**src/rtl/dct_row_result_streamer.sv**
```systemverilog
// dct_row_result_streamer: captures the eight row results on a done rise and streams them as valid/ready beats.
// Optional DCT_STREAM_SAT_OUT_EN: signed saturation of each word to OW bits, with m_sat flagging clamped words.
module dct_row_result_streamer #(
   parameter int N  = 8,
   parameter int OW = 16
) (
   input  logic             clk,
   input  logic             rst,
   input  logic             done_in,
   input  logic [2*N+2:0]   y0,
   input  logic [2*N+2:0]   y1,
   input  logic [2*N+2:0]   y2,
   input  logic [2*N+2:0]   y3,
   input  logic [2*N+2:0]   y4,
   input  logic [2*N+2:0]   y5,
   input  logic [2*N+2:0]   y6,
   input  logic [2*N+2:0]   y7,
   output logic             m_valid,
   input  logic             m_ready,
   output logic [OW-1:0]    m_data,
   output logic [2:0]       m_idx,
   output logic             m_last,
   output logic             m_sat,
   output logic             busy,
   output logic             ovf
);
   localparam int YW = 2*N+3;
   typedef enum logic {IDLE, STREAM} state_t;
   state_t state_q, state_d;
   logic [2:0] idx_q, idx_d;
   logic done_prev_q, ovf_q, ovf_d, load, cap_evt, beat, final_beat;
   logic [YW-1:0] bank_q [8];
   logic [YW-1:0] ys [8];
   logic [YW-1:0] word;
   assign ys = '{y0, y1, y2, y3, y4, y5, y6, y7};
   assign cap_evt = done_in & ~done_prev_q;
   assign m_valid = state_q == STREAM;
   assign beat = m_valid & m_ready;
   assign final_beat = beat & (idx_q == 3'd7);
   always_comb begin
      state_d = state_q;
      idx_d = idx_q;
      ovf_d = ovf_q | (cap_evt & m_valid & ~final_beat);
      load = cap_evt & (~m_valid | final_beat);
      if (load) begin
         state_d = STREAM;
         idx_d = 3'd0;
      end else if (final_beat) begin
         state_d = IDLE;
         idx_d = 3'd0;
      end else if (beat) begin
         idx_d = idx_q + 3'd1;
      end
   end
   always_ff @(posedge clk) begin
      if (rst) begin
         state_q <= IDLE;
         idx_q <= 3'd0;
         ovf_q <= 1'b0;
         done_prev_q <= 1'b1;
      end else begin
         state_q <= state_d;
         idx_q <= idx_d;
         ovf_q <= ovf_d;
         done_prev_q <= done_in;
      end
   end
   always_ff @(posedge clk) begin
      if (load) bank_q <= ys;
   end
   assign word = bank_q[idx_q];
   assign m_idx = idx_q;
   assign m_last = m_valid & (idx_q == 3'd7);
   assign busy = m_valid;
   assign ovf = ovf_q;
`ifdef DCT_STREAM_SAT_OUT_EN
   // The word fits iff every bit from the OW-bit sign position upward matches.
   logic [YW-OW:0] hi;
   logic clamp;
   assign hi = word[YW-1:OW-1];
   assign clamp = ~(&hi | ~|hi);
   assign m_data = clamp ? {word[YW-1], {(OW-1){~word[YW-1]}}} : word[OW-1:0];
   assign m_sat = m_valid & clamp;
`else
   logic unused_hi;
   assign unused_hi = ^word;
   assign m_data = word[OW-1:0];
   assign m_sat = 1'b0;
`endif
endmodule

```
**config.mk**
```make
export PLATFORM = sky130hd
export DESIGN_NAME = dct_row_result_streamer
export DESIGN_NICKNAME = d
export VERILOG_FILES = /design/src/rtl/dct_row_result_streamer.sv
export SDC_FILE = /design/constraint.sdc
export NUM_CORES = 1
export LEC_CHECK = 0
export CAP_MARGIN = 0
export CORE_MARGIN = 1
export CORE_UTILIZATION = 30
export DETAILED_ROUTE_END_ITERATION = 10
export GPL_ROUTABILITY_DRIVEN = 0
export MAX_ROUTING_LAYER = met4
export PLACE_DENSITY_LB_ADDON = 0.05
export SLEW_MARGIN = 25
export SYNTH_ARGS = -nofsm -noshare
export SYNTH_HDL_FRONTEND = slang
export SYNTH_SLANG_ARGS = --single-unit
```
**constraint.sdc**
```tcl
create_clock -name clk -period 11.1 [get_ports clk]
set_clock_uncertainty 0.05 [all_clocks]
set_input_delay 2.22 -clock clk [delete_from_list [all_inputs] [get_ports clk]]
set_output_delay 2.22 -clock clk [all_outputs]
set_load 0.02 [all_outputs]
```
==> results by group, run 1 <==
Placement
  • PortBufs: ~150
  • Dpl cell area: ~0.007 mm²
  • DP HPWL: 7247 µm
  • Pre-CTS WS: between 6000 and 7000 ps
  • Post-Place Cells: 585

Final layout
  • Share of cells above drive strength 1: 0.1562
  • Antenna cells: 0
  • P&R area growth vs syn: 46.26%
  • Final Cell Area: ~0.0076 mm²
  • Non-filler instance count after layout: between 600 and 700
  • Final #Nets: 542

Critical path
  • Worst r2r src: m_idx[1]
  • CP max-delay cell: dfxtp_2
  • CP required: about 8800 ps
  • CP top delay family: buffers and inverters
  • Crit-path cells: buf_4 -> mux4_1 -> mux2_2 -> clkdlybuf4s50_1
  • Startpoint Class: register
  • CP startpoint: m_idx[0]
  • WS Path Type: reg -> out
  • Crit path DAT: around 3000 ps
  • WP buf/inv: 2
  • Crit Path Max Fanout: 20
  • CP Capture Type: primary output
  • CP max stage delay: 660 ps

Timing
  • Slew Limit Fails: 0
  • Min Hold Slack: between 400 and 500 ps
  • Rel. slew slack: 0.3503
  • Slew @ Worst Pin: between 900 and 1000 ps
  • Fin Setup TNS: 0 ps
  • Unrepaired setup endpoints after global routing: false
  • Final setup violation count: 0
  • Period utilisation layout: 0.4751
  • Min cycle time layout: 5274 ps
  • Final hold vios: 0
  • Fmax achieved: around 190 MHz
  • Final worst slack: approximately 6000 ps

Hold path
  • Hold_sp: ovf
  • Worst Hold Class: reg -> reg

Power and ir drop
  • Pwr Density: roughly 160 mW/mm²
  • Clock share of power: 0.475
  • Sequential cell fraction of total power: 0.461
  • Internal power: roughly 1.0 mW
  • Leakage: 2.512 nW
  • VDD IR max: ~0.000097 V
  • Comb power frac: 0.064
  • Switching fraction of total power: 0.1943
  • P_sw: approximately 0.24 mW

Detailed routing
  • WL final: 10850 µm
  • Vias per inst: 4.412
  • DRC Markers: 0
  • Vias after detailed routing: between 2000 and 3000
  • Initial DRC count: between 70 and 80
  • WL/cell: 17.59 µm
  • Final ANT Viol Nets: 0
  • DR pass1 iterations: 4

Clock tree
  • H-tree depth: 4
  • Post-CTS sizing: 0
  • Clock Path Buffers: 2
  • Clock transition at path regs: roughly 60 ps
  • Hold Buf Count CTS: 0
  • CTS tree: yes
  • CTS Sinks: roughly 130
  • Cts bufs inserted: 17
  • Clock root cell: clkbuf_16
  • Setup Buffers After CTS: 0
  • Latest clock arrival within the worst-skew pair: 410 ps

Floorplanning
  • # IOs: 180
  • Starting density of the core: 0.3095
  • Core ar.: 0.01676 mm²
  • Die Width: around 130 µm
  • Die Area: ~0.018 mm²
  • Row count: 47
  • Die Span Y: around 130 µm

Synth
  • Register area share after synthesis: 0.7641
  • Cell taking the most area after synthesis: edfxtp_1
  • Post-synth ARST share: 0
  • Synth Flop Type: edfxtp_1
  • Syn nets: around 380
  • Netlist Area Pre-Place: just over 0.005 mm²
  • Synthesized instance count: 219
  • Avg Cell Area, Syn: ~24 µm²
  • Register bit total from synthesis: around 130
  • Synthesis warning total: 0
  • Distinct cell type count after synthesis: 23
  • Post-synth EDFFs: about 130
  • Yosys top cell area share: 0.7410
  • Synth top area cells: edfxtp_1 (74%), mux4_1 (13%), mux2_2 (3.5%)
  • Synth top cells by count: edfxtp_1 (128), mux4_1 (25), mux2_2 (16), mux4_2 (7), dfxtp_1 (6)
  • Most frequent cell after synthesis: edfxtp_1

Global route
  • First-pass GRT wire length: roughly 16000 µm
  • Total grt overflow: 0
  • Initial antenna violation count: 0
  • Vias in the first global route: 3009
  • GRT Util Overall: 0.1329
  • Largest net degree at the start of global routing: 85

Run
  • Max-Cap Viols: 0

Run status
  • Outcome: complete, no violations
[metrics by stage]
stage,utilization,power (mW)
after floorplan,-,0.6118
after global placement,0.4151,0.6658
after detailed placement,0.4151,0.6678
after CTS,0.4525,1.267
after global routing,0.4527,1.291
final,0.4527,1.248
[worst register-to-register path: cells and delay by family, from the launching register on]
family	cells	cell delay [ps]
AO/OA/AOI/OAI	1	190
adder cells (fa/ha/maj)	2	470
buffers and inverters	1	580
flip-flops	1	970
AND/OR/NAND/NOR	1	150
[path summary, 6_finish.rpt]
| path | endpoint | slack, ps | cells after the start |
|---|---|---|---|
| hold / removal | ovf | 440 | 2 |
| setup reg to reg | bank_q[26] | 8230 | 5 |
| hold reg to reg | ovf | 440 | 2 |
| setup / recovery | m_data[4] | 5830 | 4 |
[layout make-up]
| type | instances | area, µm² |
|---|---|---|
| Inverter | 2 | 7.507 |
| Tap cell | 220 | 275.3 |
| Clock buffer | 18 | 429.2 |
| Timing Repair Buffer | 158 | 1575 |
| Multi-Input combinational cell | 71 | 1136 |
| Clock inverter | 14 | 197.7 |
| Fill cell | 1450 | 9173 |
| Sequential cell | 134 | 3966 |
[layout by cell type (no fill, tap or decap), types with 3 or more instances in the layout]
cell type and instances:
clkdlybuf4s50_1 154, edfxtp_1 128, mux4_1 25, clkbuf_16 17, mux2_2 16, mux4_2 7
dfxtp_1 4, inv_6 4, bufinv_16 4, nand3_1 3, nand2_1 3, a21oi_1 3
nor2_1 3, buf_4 3
[sequential cells by signal, indices dropped and copies added, names as in the netlist]
name and count:
bank_q 128, busy 1, done_prev_q 1, m_idx 3
ovf 1
[layer usage]
metal | wire length (µm) | part of all wire | vias up | track usage
met5 | 0 | 0 | - | -
met4 | 112 | 0.010 | 0 | 0.05303
met3 | 696 | 0.064 | 9 | 0.05594
met2 | 5729 | 0.53 | 93 | 0.2208
met1 | 4312 | 0.40 | 1345 | 0.1391
li1 | - | - | 1275 | -
[power groups by stage]
stage               logic [mW]  registers (mW)  clock network (mW)
finish                  0.0800           0.575               0.592
CTS                     0.0816           0.576               0.610
floorplan               0.0246           0.587                   0
global route            0.0853           0.576               0.630
global placement        0.0799           0.586                   0
detailed placement      0.0813           0.586                   0
[cells by family after synthesis]
family                     Yosys count  synth area share
muxes                               48            0.1918
DFF                                134            0.7641
adders and majority gates            2          0.004823
other                                1         0.0007229
AOI/OAI and AO/OA                    6          0.006996
buffers and inverters               14           0.01833
xor gates and xnor gates             1          0.001689
and+or+nand+nor                     13           0.01158
Power figures use the tool's default switching activity.
==> run 2, diff against run 1 <==
==> constraint.sdc (replaced) <==
create_clock -name clk -period 4.7 [get_ports clk]
set_clock_uncertainty 0.05 [all_clocks]
set_input_delay 0.94 -clock clk [delete_from_list [all_inputs] [get_ports clk]]
set_output_delay 0.94 -clock clk [all_outputs]
set_load 0.02 [all_outputs]
==> results by group, run 2 (same netlist as run 1, synthesis figures left out) <==
Detailed routing
  • Vias after detailed routing: 2698 (-0.88%)
  • Final ANT Viol Nets: 0 (unchanged)
  • Met2 wire length: 5408 µm (-5.6%)
  • Initial DRC count: 153 (+100%)
  • Top layer in use: met4
  • DRC Markers: 0 (unchanged)
  • WL final: 10530 µm (-3.0%)
  • DR pass1 iterations: 4 (unchanged)
  • Routed length on met1: 4372 µm (+1.4%)
  • Met3 routed WL: 626 µm (-10%)
  • WL/cell: 17.06 µm (-3.0%)
  • Vias per inst: 4.373 (-0.88%)

Critical path
  • Startpoint Class: register
  • WP buf/inv: 2 (unchanged)
  • WS Path Type: reg -> out
  • CP max stage delay: 760 ps (+100 ps)
  • CP top delay family: multiplexers
  • CP required: 3710 ps (-5120 ps)
  • Crit Path Max Fanout: 18 (-10%)
  • Crit-path cells: buf_12 -> mux4_1 -> mux2_2 -> clkdlybuf4s50_1
  • CP Capture Type: primary output
  • Crit path DAT: 2870 ps (-130 ps)
  • CP max-delay cell: dfxtp_2

Global route
  • GRT Util Overall: 0.1295 (-0.003345)
  • Vias in the first global route: 2951 (-1.9%)
  • Largest net degree at the start of global routing: 69 (-19%)
  • Initial antenna violation count: 0 (unchanged)
  • Total grt overflow: 0 (unchanged)
  • First-pass GRT wire length: 16060 µm (-1.7%)

Run status
  • Outcome: complete, no violations

Placement
  • DP HPWL: 6921 µm (-4.5%)
  • PortBufs: 154 (unchanged)
  • Dpl cell area: 0.006969 mm² (+0.18%)
  • Post-Place Cells: 585 (unchanged)
  • Pre-CTS WS: 1204 ps (-4939 ps)

Timing
  • Final setup violation count: 0 (unchanged)
  • Slew Limit Fails: 0 (unchanged)
  • Fmax achieved: between 200 and 300 MHz
  • Final worst slack: 844.2 ps (-4982 ps)
  • Final hold vios: 0 (unchanged)
  • Period utilisation layout: 0.8204
  • Fin Setup TNS: 0 ps (unchanged)
  • Slew @ Worst Pin: 932.6 ps (-41.95 ps)
  • Unrepaired setup endpoints after global routing: false
  • Rel. slew slack: 0.3783 (+0.02797)
  • Min cycle time layout: roughly 3900 ps

Clock tree
  • Setup Buffers After CTS: 0 (unchanged)
  • Hold Buf Count CTS: 0 (unchanged)
  • CTS tree: yes
  • H-tree depth: 4 (unchanged)
  • Cts bufs inserted: 17 (unchanged)
  • Clock transition at path regs: 60 ps (about the same)
  • CTS Sinks: 134 (unchanged)
  • Clock root cell: clkbuf_16
  • Latest clock arrival within the worst-skew pair: 410 ps (about the same)
  • Post-CTS sizing: 0 (unchanged)
  • Clock Path Buffers: 2 (unchanged)

Hold path
  • Worst Hold Class: reg -> reg

Final layout
  • Antenna cells: 0 (unchanged)
  • P&R area growth vs syn: 45.51%
  • Commonest cells after routing, fill and taps aside: clkdlybuf4s50_1 (154), edfxtp_1 (128), mux4_1 (25)
  • Share of cells above drive strength 1: 0.1562 (unchanged)
  • Final Cell Area: 0.007548 mm² (-0.51%)
  • Max reg flops: 128 (unchanged)
  • Final #Nets: 542 (unchanged)
  • Non-filler instance count after layout: 617 (unchanged)
  • Most flops, register: bank_q
  • Commonest non-fill, non-tap cell in the layout: clkdlybuf4s50_1
  • Filler cell count: 1514 (+4.4%)

Floorplanning
  • # IOs: 180 (unchanged)
  • Die Span Y: 133.5 µm (unchanged)
  • Die Width: 133.5 µm (unchanged)
  • Row count: 47 (unchanged)
  • Die Area: 0.01782 mm² (unchanged)
  • Core ar.: 0.01676 mm² (unchanged)
  • Starting density of the core: 0.3095 (unchanged)

Power and ir drop
  • Pwr Density: 376.7 mW/mm² (+130%)
  • VDD IR max: 0.0002357 V (+140%)
  • Leakage: 2.490 nW (-0.89%)

Run
  • Max-Cap Viols: 0 (unchanged)
run 2: changes by cell type in the layout (fill, tap and decap cells not counted), sizes merged:
cell | before | now
clkinv | 4 | 7
bufinv | 4 | 2
clkbuf | 18 | 17
clkinvlp | 2 | 3
inv | 6 | 5
run 2: area by class of cell:
type / instances / area (µm²) / share of cell area
Inverter: 2 / 7.507 / 0.0009945
Clock inverter: 15 / 153.9 / 0.02039
Tap cell: 220 / 275.3 / 0.03647
Timing Repair Buffer: 158 / 1584 / 0.2098
Multi-Input combinational cell: 71 / 1136 / 0.1505
Clock buffer: 17 / 425.4 / 0.05636
Sequential cell: 134 / 3966 / 0.5254
run 2: worst reg2reg max path, cell delays in order (launching register included):
cell      delay (ps)
dfxtp_2          940
ha_1             290
ha_1             180
a21boi_0         190
nor2_4           130
buf_4            670
run 2: final timing paths:
path            start    endpoint  slack [ps]  depth (start not counted)
max          m_idx[0]   m_data[1]         840                          4
min               ovf         ovf         430                          2
max reg2reg  m_idx[1]  bank_q[69]        1810                          5
min reg2reg       ovf         ovf         430                          2
run 2: per-layer routing:
metal | up-vias | global-route usage
met5 | - | -
met4 | 0 | 0.04924
met3 | 9 | 0.04833
met2 | 92 | 0.2135
met1 | 1331 | 0.1422
li1 | 1266 | -
run 2: through the flow:
| step | hold slack, ps | utilization | total power, mW |
|---|---|---|---|
| CTS | 436.4 | 0.4504 | 2.889 |
| global placement | 402.6 | 0.4158 | 1.573 |
| detailed placement | 421.9 | 0.4158 | 1.576 |
| floorplan | 439.1 | - | 1.440 |
| global route | 479.5 | 0.4504 | 2.946 |
| finish | 431.5 | 0.4504 | 2.844 |
run 2: power by group:
part	switching [mW]	total [mW]	internal, mW
Combinational	0.0552	0.187	0.132
Clock	0.515	1.30	0.782
Sequential	0.0106	1.36	1.35
==> run 3, diff against run 2 <==
==> constraint.sdc (replaced) <==
create_clock -name clk -period 3.73 [get_ports clk]
set_clock_uncertainty 0.05 [all_clocks]
set_input_delay 0.746 -clock clk [delete_from_list [all_inputs] [get_ports clk]]
set_output_delay 0.746 -clock clk [all_outputs]
set_load 0.02 [all_outputs]
==> results by group, run 3 (same netlist as run 1, synthesis figures left out) <==
Final layout
  • P&R area growth vs syn: 47.73%
  • Commonest non-fill, non-tap cell in the layout: clkdlybuf4s50_1
  • Most flops, register: bank_q
  • Commonest cells after routing, fill and taps aside: clkdlybuf4s50_1 (154), edfxtp_1 (128), mux4_1 (25)
  • Register area: 0.003966 mm² (unchanged)
  • Share of cells above drive strength 1: 0.1579 (+0.001723)
  • Filler cell count: 1455 (-3.9%)
  • Max reg flops: 128 (unchanged)
  • Final #Nets: 545 (+0.55%)
  • Multi-input gate area: 0.001136 mm² (unchanged)
  • Antenna cells: 0 (unchanged)

Power and ir drop
  • VDD IR max: 0.0002844 V (+21%)
  • Pwr Density: 496.6 mW/mm² (+32%)
  • Leakage: 2.545 nW (+2.2%)
  • Total chip power: 3.806 mW (+34%)

Detailed routing
  • Final ANT Viol Nets: 0 (unchanged)
  • WL/cell: 16.66 µm (-2.4%)
  • WL final: 10310 µm (-2.1%)
  • Initial DRC count: 63 (-59%)
  • Vias per inst: 4.346 (-0.62%)
  • DRC Markers: 0 (unchanged)
  • DR pass1 iterations: 6 (+2)
  • Vias after detailed routing: 2690 (-0.30%)

Clock tree
  • Clock Path Buffers: 2 (unchanged)
  • Setup Buffers After CTS: 0 (unchanged)
  • Latest clock arrival within the worst-skew pair: 410 ps (about the same)
  • CTS Sinks: 134 (unchanged)
  • Cts bufs inserted: 17 (unchanged)
  • H-tree depth: 4 (unchanged)
  • Clock transition at path regs: 60 ps (about the same)
  • Post-CTS sizing: 0 (unchanged)
  • CTS tree: yes
  • Clock root cell: clkbuf_16
  • Hold Buf Count CTS: 0 (unchanged)

Floorplanning
  • Die Width: 133.5 µm (unchanged)
  • Die Span Y: 133.5 µm (unchanged)
  • # IOs: 180 (unchanged)
  • Die Area: 0.01782 mm² (unchanged)
  • Core ar.: 0.01676 mm² (unchanged)
  • Row count: 47 (unchanged)
  • Starting density of the core: 0.3095 (unchanged)

Critical path
  • Startpoint Class: register
  • CP Capture Type: primary output
  • Crit path DAT: 2520 ps (-350 ps)
  • Crit Path Max Fanout: 18 (unchanged)
  • WS Path Type: reg -> out
  • CP required: 2930 ps (-780 ps)

Timing
  • Final setup violation count: 0 (unchanged)
  • Period utilisation layout: 0.8900
  • Final hold vios: 0 (unchanged)
  • Rel. slew slack: 0.6194 (+0.2411)
  • Fin Setup TNS: 0 ps (unchanged)
  • Min cycle time layout: approximately 3300 ps
  • Fmax achieved: ~300 MHz
  • Unrepaired setup endpoints after global routing: false
  • Slew @ Worst Pin: 570.9 ps (-361.6 ps)
  • Final worst slack: 410.3 ps (-433.9 ps)
  • Min Hold Slack: 436.9 ps (+5.388 ps)
  • Slew Limit Fails: 0 (unchanged)

Placement
  • DP HPWL: 6980 µm (+0.85%)
  • PortBufs: 154 (unchanged)
  • Pre-CTS WS: 807.4 ps (-396.9 ps)

Global route
  • Largest net degree at the start of global routing: 101 (+46%)
  • First-pass GRT wire length: 15610 µm (-2.8%)
  • Total grt overflow: 0 (unchanged)
  • Vias in the first global route: 2944 (-0.24%)
  • Initial antenna violation count: 0 (unchanged)
  • GRT Util Overall: 0.1272 (-0.002341)

Run status
  • Outcome: complete, no violations

Run
  • Max-Cap Viols: 0 (unchanged)

Hold path
  • Worst Hold Class: reg -> reg
==> run 3: path summary, 6_finish.rpt <==
path / from / endpoint / slack [ps] / cells after the start
worst max-delay path: m_idx[0] / m_data[1] / 410 / 4
worst min-delay path: ovf / ovf / 440 / 2
worst max register to register: m_idx[0] / bank_q[51] / 1430 / 6
worst min register to register: ovf / ovf / 440 / 2
==> run 3: metal layers <==
layer,vias up,GRT usage,part of all wire
met5,-,-,0
met2,91,0.2089,0.52
met4,0,0.06250,0.018
met3,14,0.03729,0.048
li1,1274,-,-
met1,1311,0.1413,0.41
==> run 3: metrics by stage <==
stage / utilization / instance area [µm²] / std cells
finish: 0.4573 / 7664 / 619
global route: 0.4573 / 7664 / 619
CTS: 0.4573 / 7664 / 619
detailed placement: 0.4179 / 7004 / 588
global placement: 0.4179 / 7004 / 588
floorplan: - / 5195 / 219
==> run 3: area by class of cell <==
cell class                      instances  share of cell area
Clock buffer                           18             0.05600
Clock inverter                         13             0.03004
Inverter                                2           0.0009796
Multi-Input combinational cell         71              0.1482
Sequential cell                       134              0.5176
Tap cell                              220             0.03592
Timing Repair Buffer                  161              0.2113
==> run 3: report_power, final <==
part           switching, mW  total, mW  internal (mW)
Combinational         0.0738      0.241          0.167
Sequential           0.00939       1.71           1.70
Clock                  0.608       1.86           1.25
==> run 3: worst max-delay path, stage by stage, from the launching register on <==
cell,delay [ps]
dfxtp_2,320
buf_4,310
mux4_1,620
mux2_2,280
clkdlybuf4s50_1,560
==> edit 1: new RTL, config.mk and constraints of run 3 <==
The option `DCT_STREAM_SAT_OUT_EN` is turned on by a define.
--- a/src/rtl/dct_row_result_streamer.sv
+++ b/src/rtl/dct_row_result_streamer.sv
@@ -1,5 +1,7 @@
 // dct_row_result_streamer: captures the eight row results on a done rise and streams them as valid/ready beats.
 // Optional DCT_STREAM_SAT_OUT_EN: signed saturation of each word to OW bits, with m_sat flagging clamped words.
+`define DCT_STREAM_SAT_OUT_EN
+
 module dct_row_result_streamer #(
    parameter int N  = 8,
    parameter int OW = 16
Check against the original RTL: not equivalent (a bounded check fails within 4 cycles, from zero or initial values and one cycle with rst high).
==> edit 1 against run 3 <==
- design area increased by 20%
- power increased by 11%
- worst setup slack got worse by 300 ps
- die area increased by 22%
- sequential cell count increased by 24
- non-clock buffer count increased by 36
- cell count increased by 27%
- synthesized area increased by 23%
- register-to-register slack improved by 20 ps
- utilization decreased by 0.83 points
- wire length increased by 43%
- critical path type unchanged
==> edit 1: results (changes against run 3) <==
Status
  – Status: completed

Critical path
  – CP Max Fanout: 14 (-4)
  – Reg-to-reg slack, setup: 1450 ps (+20 ps)
  – CP endpoint: m_data[2]
  – R2r endpoint: bank_q[78]$_DFFE_PP_

Yosys
  – Synth cell count leaders: edfxtp_1, mux4_2, mux2i_1
  – Synth area leaders: edfxtp_1, mux4_2, mux2i_1
  – Post-synth EDFFs: 152 (+19%)

GRT
  – Vias in the first global route: 3,843 (+31%)
  – First-pass GRT wire length: 22.2 mm (+42%)
  – Overall Global Routing Usage: 14.5% (+1.8 points)
  – Pin count of the biggest net entering global routing: 81 (-20%)
  – GRT met2 Usage: 22.4% (+1.5 points)
  – GRT met3 Usage: 3.33% (-0.40 points)
  – Antenna violations before repair: 1 (+1)

Drt
  – Drt first pass iters: 4 (-2)
  – Met2 routed WL: 7.18 mm (+33%)
  – Vias/cell: 4.68 (+7.7%)
  – Met3 Wirelength: 743 um (+49%)

Power
  – Switching share of power: 20.5% (+2.3 points)
  – Peak supply drop: 0.282 mV (-0.86%)
  – Cell leakage power: 0.00297 uW (+17%)

Place
  – DPL Wire Length: 10.4 mm (+48%)

Layout
  – Share of layout cells above drive strength 1: 18.7% (+2.9 points)

STA
  – Worst rel slew slack: 54.1% (-7.9 points)
-- edit 1: worst max-delay path, stage by stage, from the launching register on --
cell and delay (ps):
dfxtp_4 450, mux4_1 630, mux2i_4 200, buf_4 230, nor2_4 110, or3_1 440
dlygate4sd2_1 350
-- edit 1: area by class of cell --
| class | instances | area [um^2] | share of cell area (%) |
|---|---|---|---|
| repair buffers | 197 | 1980 | 21.5 |
| diodes | 1 | 2.50 | 0.0272 |
| well taps | 270 | 338 | 3.67 |
| clock inverters | 14 | 206 | 2.24 |
| multi-input cells | 128 | 1560 | 16.9 |
| flip-flops and latches | 158 | 4690 | 51.0 |
| clock buffers | 17 | 425 | 4.62 |
-- edit 1: what timing repair did --
action	in CTS	in global routing
pin swaps	0	0
setup endpoints to repair	16	5
buffers inserted	1	3
resized for setup	16	0
hold buffers	0	0
-- edit 1: per-stage QoR --
stage | instance area (um^2) | hold WS, ps
CTS | 9180 | 484
global route | 9200 | 511
global placement | 8560 | 464
finish | 9200 | 489
floorplan | 6380 | 489
detailed placement | 8560 | 469
==> edit 2: new RTL, flow settings as in run 3 <==
Made on the original files. Reset style: asynchronous (`rst`), changed in one clocked block.
--- a/src/rtl/dct_row_result_streamer.sv
+++ b/src/rtl/dct_row_result_streamer.sv
@@ -52,7 +52,7 @@
          idx_d = idx_q + 3'd1;
       end
    end
-   always_ff @(posedge clk) begin
+   always_ff @(posedge clk or posedge rst) begin
       if (rst) begin
          state_q <= IDLE;
          idx_q <= 3'd0;
Formal check against the unedited RTL: not equivalent (a bounded check fails within 4 cycles, from zero or initial values and one cycle with rst high).
==> edit 2 against run 3 <==
- maximum frequency is 6.0% lower
- sequential cell count stayed put
- register-to-register slack worse by 20 ps
- worst setup slack worse by 210 ps
- design area is 0.20% lower
- wire length is 3.2% higher
- cell count is 0.32% higher
- synthesized area is 1.0% higher
- highest routed layer unchanged
Power is not compared: it rests on default switching activity, and its combinational part moved more than twofold at a synthesized area within 25%.
==> edit 2: results (changes against run 3) <==
Yosys
  – Synth cell count leaders: edfxtp_1, mux4_1, mux2_2, nand2_1, o21ai_0
  – Part of the Yosys area used for sequential elements: 76.2% (-0.19 points)
  – Post-synth EDFFs: 128 (unchanged)
  – Async set-reset flop share out of synthesis: 4.48% (+4.5 points)
  – Syn avg cell area: 23.8 um^2 (+0.58%)
  – Synth area leaders: edfxtp_1, mux4_1, mux2_2
  – Cell variety after synth: 22 (-4.3%)
  – Syn Nets: 378 (+0.27%)
  – Synth warn: 0 (unchanged)

Place
  – I/O Buffers: 154 (unchanged)
  – Cells after DPL: 590 (+0.34%)
  – DPL Wire Length: 7.15 mm (+2.5%)
  – Pre-CTS WS: 587 ps (-220 ps)
  – Cell Area, Placed: 7090 um^2 (+1.2%)

Hold path
  – Hold Crit Depth: 1 (-1)
  – Class of the worst hold path: reg2reg
  – Hold EP: ovf$_DFF_PP0_
  – Hold path start: ovf$_DFF_PP0_

Layout
  – Max reg flops: 128 (unchanged)
  – Non-Filler Instances: 621 (+0.32%)
  – Share of layout cells above drive strength 1: 15.0% (-0.83 points)
  – Most flops, register: bank_q
  – Layout fillers: 1,476 (+1.4%)
  – Diodes inserted: 0 (unchanged)
  – Nets: 547 (+0.37%)
  – Sequential Area: 4000 um^2 (+0.79%)

Drt
  – Drt first pass iters: 4 (-2)
  – Vias/cell: 4.36 (+0.38%)
  – Number of DRC markers in iteration 0: 109 (+73%)
  – Drt total wl: 10.6 mm (+3.2%)

Clock tree
  – Clock Latency Late Sink: 410 ps (about the same)
  – TritonCTS Buffers: 17 (unchanged)
  – Post-CTS setup buffer count: 0 (unchanged)
  – Clock transition at path regs: 50 ps
  – Post-cts resize count: 0 (unchanged)
  – Root buffer cell: clkbuf_16
  – Worst-case clock buffer depth: 2 (unchanged)
  – H-Tree Depth: 4 (unchanged)

Critical path
  – CP Max Fanout: 12 (-6)
  – Crit path launch: m_idx[0]$_DFFE_PP0P_
  – FF-to-FF path depth: 5 (-1)
  – Reg-to-reg slack, setup: 1410 ps (-20 ps)
  – Slowest library cell on the worst path: mux4_1
  – R2r endpoint: bank_q[45]$_DFFE_PP_
  – Slowest stage delay, CP: 620 ps (about the same)
  – Reg-to-reg critical path startpoint: m_idx[2]$_DFFE_PP0P_
  – Critical Path AT: 2740 ps (+220 ps)

Power
  – Peak supply drop: 0.439 mV
  – Cell leakage power: 0.00258 uW

GRT
  – Vias in the first global route: 2,845 (-3.4%)
  – Antenna violations before repair: 0 (unchanged)
  – Pin count of the biggest net entering global routing: 73 (-28%)
  – First-pass GRT wire length: 16.0 mm (+2.5%)
  – Overall Global Routing Usage: 12.8% (+0.097 points)

STA
  – Hold slack: 433 ps (-4.39 ps)
  – # setup viols final: 0 (unchanged)
  – Final Hold Fails: 0 (unchanged)

Status
  – Status: completed
[edit 2: changes by cell type after synthesis, sizes merged, moves of 4 or more]
cell / delta
dfrtp: +5
dfxtp: -6
nor2: -4
o21ai: +6
[edit 2: power breakdown]
group | total, uW | switching, uW | internal, uW
combinational | 1380 | 572 | 806
sequential | 1840 | 95.3 | 1750
clock | 1590 | 622 | 972
total | 4820 | 1290 | 3530
[edit 2: cell type report]
| type | instances | area share, % |
|---|---|---|
| clock inverter | 14 | 1.78 |
| sequential | 134 | 52.3 |
| multi-input combinational | 73 | 15.3 |
| tap | 220 | 3.60 |
| timing repair buffer | 162 | 21.4 |
| inverter | 1 | 0.0491 |
| clock buffer | 17 | 5.56 |
[edit 2: worst max path at each step]
stage                                      to  slack (ps)
after floorplan           bank_q[0]$_DFFE_PP_         170
after global placement              m_data[9]         610
after detailed placement            m_data[9]         590
after CTS                           m_data[9]         120
after global routing                m_data[9]          90
final                               m_data[9]         200
[edit 2: cell families (layout without fill, tap and decap cells)]
group | count (synthesis) | in the layout | share of synthesized area [%]
buffers and inverters | 13 | 194 | 1.65
DFF | 134 | 134 | 76.2
muxes | 48 | 48 | 19.3
and+or+nand+nor | 14 | 14 | 1.50
adders and majority gates | 2 | 2 | 0.477
AOI/OAI and AO/OA | 8 | 8 | 0.812
other | 1 | 1 | 0.0715
[edit 2: critical path, delay by kind of cell, from the launching register on]
| family | cells | cell delay (ps) |
|---|---|---|
| multiplexers | 2 | 910 |
| buffers and inverters | 2 | 830 |
| flip-flops | 1 | 570 |
[edit 2: routing by layer]
layer  vias to the layer above  wire length (um)  track usage, %
met3                         8               783            5.18
li1                       1280                 -               -
met1                      1328              4600            15.4
met4                         0               124            4.68
met5                         -                 0               -
met2                        93              5130            19.4
